===== src/rtl/counter_mod_clkdiv_pkg.sv =====
// Shared types for the modulo counter: the per-edge counter operation and
// the priority decode that picks it (load > tick-up > tick-down > hold).
package counter_mod_clkdiv_pkg;

    typedef enum logic [1:0] {
        OP_HOLD = 2'd0,
        OP_LOAD = 2'd1,
        OP_UP   = 2'd2,
        OP_DOWN = 2'd3
    } cnt_op_e;

    // Load always wins; a tick only counts when no load is pending.
    function automatic cnt_op_e select_op(input logic load, input logic tick, input logic up_dn);
        cnt_op_e op;
        if (load) begin
            op = OP_LOAD;
        end else if (tick && up_dn) begin
            op = OP_UP;
        end else if (tick) begin
            op = OP_DOWN;
        end else begin
            op = OP_HOLD;
        end
        return op;
    endfunction

endpackage


===== src/rtl/counter_mod_clkdiv_tick_gen.sv =====
// Prescaler: counts enabled cycles 0..DIV-1 and raises a single-cycle
// clock-enable tick on the last one. clr restarts the count from zero.
module tick_gen
    import counter_mod_clkdiv_pkg::*;
#(
    parameter int unsigned DIV = 50_000_000
) (
    input  logic clk,
    input  logic reset,
    input  logic en,
    input  logic clr,
    output logic tick
);

    localparam int unsigned      PRE_W   = (DIV > 1) ? $clog2(DIV) : 1;
    localparam logic [PRE_W-1:0] PRE_MAX = PRE_W'(DIV - 1);

    logic [PRE_W-1:0] pre_q;
    logic [PRE_W-1:0] pre_d;

    // Next prescaler value: clear beats enable; hold when disabled.
    always_comb begin
        pre_d = pre_q;
        if (clr) begin
            pre_d = '0;
        end else if (en) begin
            if (pre_q == PRE_MAX) begin
                pre_d = '0;
            end else begin
                pre_d = pre_q + PRE_W'(1);
            end
        end else begin
            pre_d = pre_q;
        end
    end

    // Prescaler register with asynchronous active-low reset.
    always_ff @(posedge clk or negedge reset) begin
        if (!reset) begin
            pre_q <= '0;
        end else begin
            pre_q <= pre_d;
        end
    end

    // Tick depends only on en and the prescaler state, never on load.
    assign tick = en && (pre_q == PRE_MAX);

endmodule


===== src/rtl/counter_mod_clkdiv.sv =====
// Up/down modulo counter advanced by an integrated prescaler tick.
// Load clamps to MODULO-1 and restarts the prescaler; tc pulses for one
// cycle together with q taking its wrapped value.
module counter_mod_clkdiv
    import counter_mod_clkdiv_pkg::*;
#(
    parameter int unsigned WIDTH  = 4,
    parameter int unsigned MODULO = 10,
    parameter int unsigned DIV    = 50_000_000
) (
    input  logic             clk,
    input  logic             reset,
    input  logic             en,
    input  logic             up_dn,
    input  logic             load,
    input  logic [WIDTH-1:0] load_val,
    output logic [WIDTH-1:0] q,
    output logic             tick,
    output logic             tc
);

    localparam logic [WIDTH-1:0] MAX = WIDTH'(MODULO - 1);

    logic [WIDTH-1:0] cnt_q;
    logic [WIDTH-1:0] cnt_d;
    logic             tc_q;
    logic             tc_d;
    logic [WIDTH-1:0] load_clamp_s;
    logic             tick_s;
    cnt_op_e          op_s;

    tick_gen #(
        .DIV (DIV)
    ) u_tick_gen (
        .clk   (clk),
        .reset (reset),
        .en    (en),
        .clr   (load),
        .tick  (tick_s)
    );

    assign op_s         = select_op(load, tick_s, up_dn);
    assign load_clamp_s = (load_val > MAX) ? MAX : load_val;

    // Next count and terminal-count flag; wraps are detected by explicit
    // compare so MODULO = 2**WIDTH still produces tc.
    always_comb begin
        cnt_d = cnt_q;
        tc_d  = 1'b0;
        case (op_s)
            OP_LOAD: begin
                cnt_d = load_clamp_s;
                tc_d  = 1'b0;
            end
            OP_UP: begin
                if (cnt_q == MAX) begin
                    cnt_d = '0;
                    tc_d  = 1'b1;
                end else begin
                    cnt_d = cnt_q + WIDTH'(1);
                    tc_d  = 1'b0;
                end
            end
            OP_DOWN: begin
                if (cnt_q == '0) begin
                    cnt_d = MAX;
                    tc_d  = 1'b1;
                end else begin
                    cnt_d = cnt_q - WIDTH'(1);
                    tc_d  = 1'b0;
                end
            end
            OP_HOLD: begin
                cnt_d = cnt_q;
                tc_d  = 1'b0;
            end
            default: begin
                cnt_d = cnt_q;
                tc_d  = 1'b0;
            end
        endcase
    end

    // Count and tc registers with asynchronous active-low reset.
    always_ff @(posedge clk or negedge reset) begin
        if (!reset) begin
            cnt_q <= '0;
            tc_q  <= 1'b0;
        end else begin
            cnt_q <= cnt_d;
            tc_q  <= tc_d;
        end
    end

    assign q    = cnt_q;
    assign tc   = tc_q;
    assign tick = tick_s;

endmodule

===== config.mk =====
export PLATFORM = sky130hd
export DESIGN_NAME = counter_mod_clkdiv
export DESIGN_NICKNAME = d
export VERILOG_FILES = /design/src/rtl/counter_mod_clkdiv_pkg.sv /design/src/rtl/counter_mod_clkdiv_tick_gen.sv /design/src/rtl/counter_mod_clkdiv.sv
export SDC_FILE = /design/constraint.sdc
export NUM_CORES = 1
export LEC_CHECK = 0
export CAP_MARGIN = 20
export CORE_ASPECT_RATIO = 2
export CORE_MARGIN = 5
export CORE_UTILIZATION = 41
export CTS_BUF_LIST = sky130_fd_sc_hd__clkbuf_16
export CTS_CLUSTER_DIAMETER = 120
export CTS_CLUSTER_SIZE = 30
export DETAILED_ROUTE_END_ITERATION = 8
export SYNTH_ARGS = -nofsm -noshare
export SYNTH_HDL_FRONTEND = slang
export SYNTH_SLANG_ARGS = --single-unit

===== constraint.sdc =====
create_clock -name clk -period 2.1 [get_ports clk]
set_input_delay 0.525 -clock clk [delete_from_list [all_inputs] [get_ports clk]]
set_output_delay 0.525 -clock clk [all_outputs]
set_load 0.01 [all_outputs]

---- Word level (Yosys, flattened, before mapping) ----
Index checks and enable logic that the tools add are counted.
word-level totals
  register bits ........................... 31
  bits of input ports ..................... 9
  output and inout port bits .............. 6
  word-level logic and storage cells ...... 31
operators by class
  add/subtract/negate cells ............... 3
  magnitude comparators ................... 1
  equality and inequality tests ........... 5
  mux-type cells .......................... 13
  reductions and logical operators ........ 6
operators with widths
  operator                                                                number
  26-bit two-way mux                                                      3
  26-bit by 1-bit adder with 26-bit output (second input constant)        1
  26-bit equality test (second input constant)                            1
  4-bit two-way mux                                                       3
  4-bit case mux with 3 select lines                                      1
  2-bit two-way mux                                                       3
  4-bit by 1-bit adder with 4-bit output (second input constant)          1
  2-bit equality test (second input constant)                             2
  4-bit equality test (second input constant)                             1
  4-bit > comparator (second input constant)                              1
  4-bit logical NOT                                                       1
  4-bit by 1-bit subtractor with 4-bit output (second input constant)     1
  1-bit case mux with 3 select lines                                      1
  2-bit by 1-bit equality test with 1-bit output (second input constant)  1
  1-bit logical AND                                                       2
  2-bit logical NOT                                                       1
  1-bit two-way mux                                                       2
  2-bit nonzero test                                                      1
  2-bit OR reduction                                                      1

---- Logic depth before layout (Yosys ltp) ----
  depth in word-level cells ............... 8
  gate-level depth with buffers ........... 7

---- By module ----
Synthesis repeated with hierarchy kept, for this count alone.
unflattened totals
  cells, all modules ...................... 223
  area, all modules ....................... 2020.7 um^2
modules (own cells, without submodules)
  module              times used  cells each  area an instance (um^2)  seq. area each (um^2)
  tick_gen            1           173         1551.5                   650.6
  counter_mod_clkdiv  1           50          469.2                    125.1

---- Worst setup path after synthesis ----
No wires, ideal clock.
  path type ............................... register to output
  start ................................... reg u_tick_gen.pre_q[16]
  end ..................................... out tick
  data arrival time ....................... 1563 ps
  data required time ...................... 1575 ps
  slack ................................... 12 ps
  stages on the path, launching flop included .. 5
  buffers on the path ..................... 0
  cell sequence ........................... dfrtp_1 or4_4 nor4_4 nand4_2 clkinv_2
between the ends
  cells in the longest elaborated chain, start to end .. 2
ends and longest elaborated chain
  element                 line                               source
  start, declared         counter_mod_clkdiv_tick_gen.sv:18  logic [PRE_W-1:0] pre_q;
  start signal, assigned  counter_mod_clkdiv_tick_gen.sv:42  pre_q <= pre_d;
  26-bit equality test    counter_mod_clkdiv_tick_gen.sv:47  assign tick = en && (pre_q == PRE_MAX);
  1-bit logical AND       counter_mod_clkdiv_tick_gen.sv:47
  end, declared           counter_mod_clkdiv.sv:18           output logic tick,
Every way passes these cells.

---- Worst setup path after layout ----
  start ................................... reg u_tick_gen.pre_q[9]
  end ..................................... out tick
Same word-level chain as after synthesis.

==> run summary <==
The global-route wire length before repair came out at 8.77 mm. In the synthesized netlist the dominant register cell turns out to be dfrtp_1. The worst-case clock skew came out at 0.00792 ns.

The number of remaining DRC errors is 0. The min-delay analysis places its worst path in the category reg2reg. Dividing the detail-routed wire length by the instance count gives 16.2 um. The final number of hold-violating endpoints was 0. The final instance area is 0.00262 mm2.

The maximum clock path buffer count came out at 2. Setup violations remaining at the end of the flow were counted as 2. The floorplan step defined a die boundary enclosing 0.00614 mm2. The overall power of the completed layout came out at 1.47 mW. CTS placed an instance of clkbuf_16 at the clock tree root. The run finished, with violations left. Clock latency on the worst-skew pair, taken at its later pin, is 0.28 ns. The static leakage is 1.23 nW. In this run, the combinational gates consume 12.0% of the power.

The total standard cell area after synthesis came out at 0.00189 mm2. The final hold slack came out at 0.543 ns. Once layout is complete, the cells apart from fillers number 324. 0 antenna diodes ended up in the layout. The highest clock rate is 0.422 GHz.

The transition at the pin with the smallest max-transition slack is 0.422 ns. The cell total after placement came out at 314. The number of optimization iterations in the first detailed-route pass is 4. Once routing completed, OpenROAD measured the worst setup slack at -0.270 ns. Counting every instance in the synthesized netlist gives 202. The die outline height is 106 um. Once the floorplan was initialized, standard cells occupied 41.4% of the core. The largest individual stage delay along the critical path comes from the cell or4_4. The critical path goes through or4_4, nor4_4, nand4_2, clkinv_2, buf_6.

The clock tree synthesis step divided the H-tree into 2 levels. The worst-case headroom to the max-slew limit is 71.8%. The critical path data arrival time is 1.84 ns. The via count of the first global-routing pass is 1872.

The max-slew violation total from the final report is 0. Of all flip-flops after synthesis, the portion carrying an async set or reset was 100%. The total I/O pin count came out at 15. Counting every sink on the clock net gives 31. At the worst endpoint, the required time is 1.57 ns. The worst setup path is launched from a flip-flop. The fraction of layout cells with a size suffix above 1 is 25.7%. For this run, the register share of the synthesized area comes to 41.1%. For this design the ratio of total power to cell area is 562 mW/mm2.

After the last flow step, the layout net total stands at 281. The detailed router finished its first iteration with 72 violations. The pin count of the biggest net entering global routing came out at 32. The number of rows created at floorplan came out at 35. The total of max-cap violations came out at 0. TritonCTS created 5 clock buffers. The total vias in the final route came out at 1746. The count of filler cells inserted in the layout is 423. The area share of the largest cell type after synthesis came out at 41.1%. Setup repair after global routing could not meet its margin everywhere.

The number of routed nets with antenna violations came out at 0. The critical-path maximum fanout is 2. The internal power of the cells totals 1.12 mW. Leaving out fill and tap cells, the most frequent cells in the layout are buf_4, dfrtp_1, nor2_1. The switching power total came out at 0.357 mW. Dividing the detail-routed via count by the number of cells gives 5.39. The die is 58.0 um wide. The critical path is of the reg2out type. The remaining global-route overflow is 0. The unique cell type count in the Yosys netlist is 49. The region available for standard cell placement spans 0.00455 mm2. The delay of the slowest cell on the worst path came out at 0.56 ns. IR analysis of the VDD net gives a maximum drop of 0.608 mV. Routability-driven placement finished with a final weighted congestion of 0.885. The part of the power in the clock network is 46.2%. The synthesized design contains 0 enable-type register cells. The detailed-route wire length is 5.25 mm.

The library cell used most frequently in the layout, excluding fill and tap cells, is buf_4. The net count of the mapped netlist is 215. Counting I/O delays and the setup requirement, the final critical path takes 2.37 ns. The synthesized design contains 31 register bits.

The fraction of the cycle the final worst path needs came out at 113%. Yosys attributes the largest share of cell area to dfrtp_1, xor2_1, nor2_1. The mean instance size in the synthesized netlist came out at 9.33 um2. The register share of total power is 41.8%. Summed over all instances, the cell type with the most area after synthesis is dfrtp_1. The number of antenna violations at the first check in global routing is 0. The count of buffers from port buffering is 14. The Yosys warning count is 0. TritonCTS built the clock tree.

The standard cell area after detailed placement is 0.00244 mm2. The area added between synthesis and finish is 39.0%. The wire-length estimate of the detail-placed layout is 4.04 mm. The total routing resource utilization after global routing is 19.0%. The switching share of power is 24.2%. The checks that failed: setup timing. The number of hold buffers added after CTS is 0. The clock slew seen by the registers of the worst setup and hold paths came out at 0.05 ns. STA classifies the critical path endpoint as a primary output.
[through the flow]
stage          util (%)  TNS, ns  setup WS [ns]
2_1_floorplan         -        0         0.0124
3_3_place_gp       53.5    -1.10         -0.340
3_5_place_dp       53.5    -1.12         -0.338
4_1_cts            57.1   -0.201         -0.201
5_1_grt            57.6   -0.456         -0.298
6_report           57.6   -0.281         -0.270
[critical path: cells and delay by family, from the launching register on]
| kind | cells | cell delay (ns) |
|---|---|---|
| buf+inv | 2 | 0.17 |
| flops | 1 | 0.39 |
| simple gates | 3 | 1.00 |
[routing by layer]
layer  global-route usage, %  wire length, um  up-vias
met1                    17.8             1690      833
li1                        -                -      858
met3                    3.40              148       18
met2                    36.2             3180       37
met5                       0                0        -
met4                    10.8              227        0
[power by group through the flow]
| stage | combinational (mW) | sequential (mW) | clock (mW) |
|---|---|---|---|
| 3_5_place_dp | 0.177 | 0.626 | 0 |
| 3_3_place_gp | 0.176 | 0.625 | 0 |
| 6_report | 0.177 | 0.615 | 0.681 |
| 5_1_grt | 0.198 | 0.616 | 0.707 |
| 2_1_floorplan | 0.0739 | 0.633 | 0 |
| 4_1_cts | 0.179 | 0.615 | 0.685 |
[registers in the layout (all words and copies together), names as in the netlist]
| name | flops |
|---|---|
| q | 4 |
| tc | 1 |
| u_tick_gen.pre_q | 26 |
[timing repair]
action,CTS,global route
endpoints found under the hold margin,0,0
setup buffers,2,3
gates resized for setup,9,1
endpoints found under the setup margin,3,4
pin swaps,4,5
[final timing paths]
kind,startpoint,slack [ns],endpoint,cells after the start
hold / removal,u_tick_gen.pre_q[23],0.54,u_tick_gen.pre_q[23],2
setup reg to reg,u_tick_gen.pre_q[9],-0.01,u_tick_gen.pre_q[16],7
min in group asynchronous,reset,0.65,u_tick_gen.pre_q[7],2
max in group asynchronous,reset,1.16,u_tick_gen.pre_q[4],2
setup / recovery,u_tick_gen.pre_q[9],-0.27,tick,5
hold reg to reg,u_tick_gen.pre_q[23],0.54,u_tick_gen.pre_q[23],2
[synth_stat cells (2+ instances only)]
| library cell | instances |
|---|---|
| and2_1 | 5 |
| and3_1 | 5 |
| xor2_1 | 14 |
| a31oi_1 | 2 |
| o31ai_1 | 2 |
| nor2_1 | 20 |
| and4b_1 | 2 |
| a32oi_1 | 3 |
| buf_2 | 2 |
| nand3b_1 | 3 |
| nand3_1 | 13 |
| nor2b_1 | 6 |
| and4_1 | 2 |
| nand2_1 | 19 |
| nand4_1 | 5 |
| a21oi_1 | 6 |
| ha_1 | 4 |
| mux2i_1 | 4 |
| o21ai_0 | 3 |
| nand2b_1 | 4 |
| o211ai_1 | 5 |
| nand3_2 | 2 |
| xnor2_1 | 2 |
| nor4_4 | 2 |
| dfrtp_1 | 31 |
| o21ai_1 | 4 |
| inv_1 | 6 |
| or4_1 | 2 |
| clkbuf_1 | 4 |
[kinds of logic after synthesis]
kind of cell	Yosys count	share of synthesized area (%)
multiplexers	4	2.12
buffers and inverters	13	2.79
adder cells (fa/ha/maj)	4	2.65
XOR/XNOR	16	7.43
AND/OR/NAND/NOR	99	30.9
AO/OA/AOI/OAI	35	13.0
flip-flops	31	41.1
[cell type report]
class,count,area (um2),area share (%)
Multi-Input combinational cell,158,1090,41.5
Sequential cell,31,776,29.6
Timing Repair Buffer,65,524,20.0
Clock buffer,5,125,4.77
Tap cell,55,68.8,2.63
Inverter,7,27.5,1.05
Clock inverter,3,11.3,0.430
(Power assumes the default switching activity.)
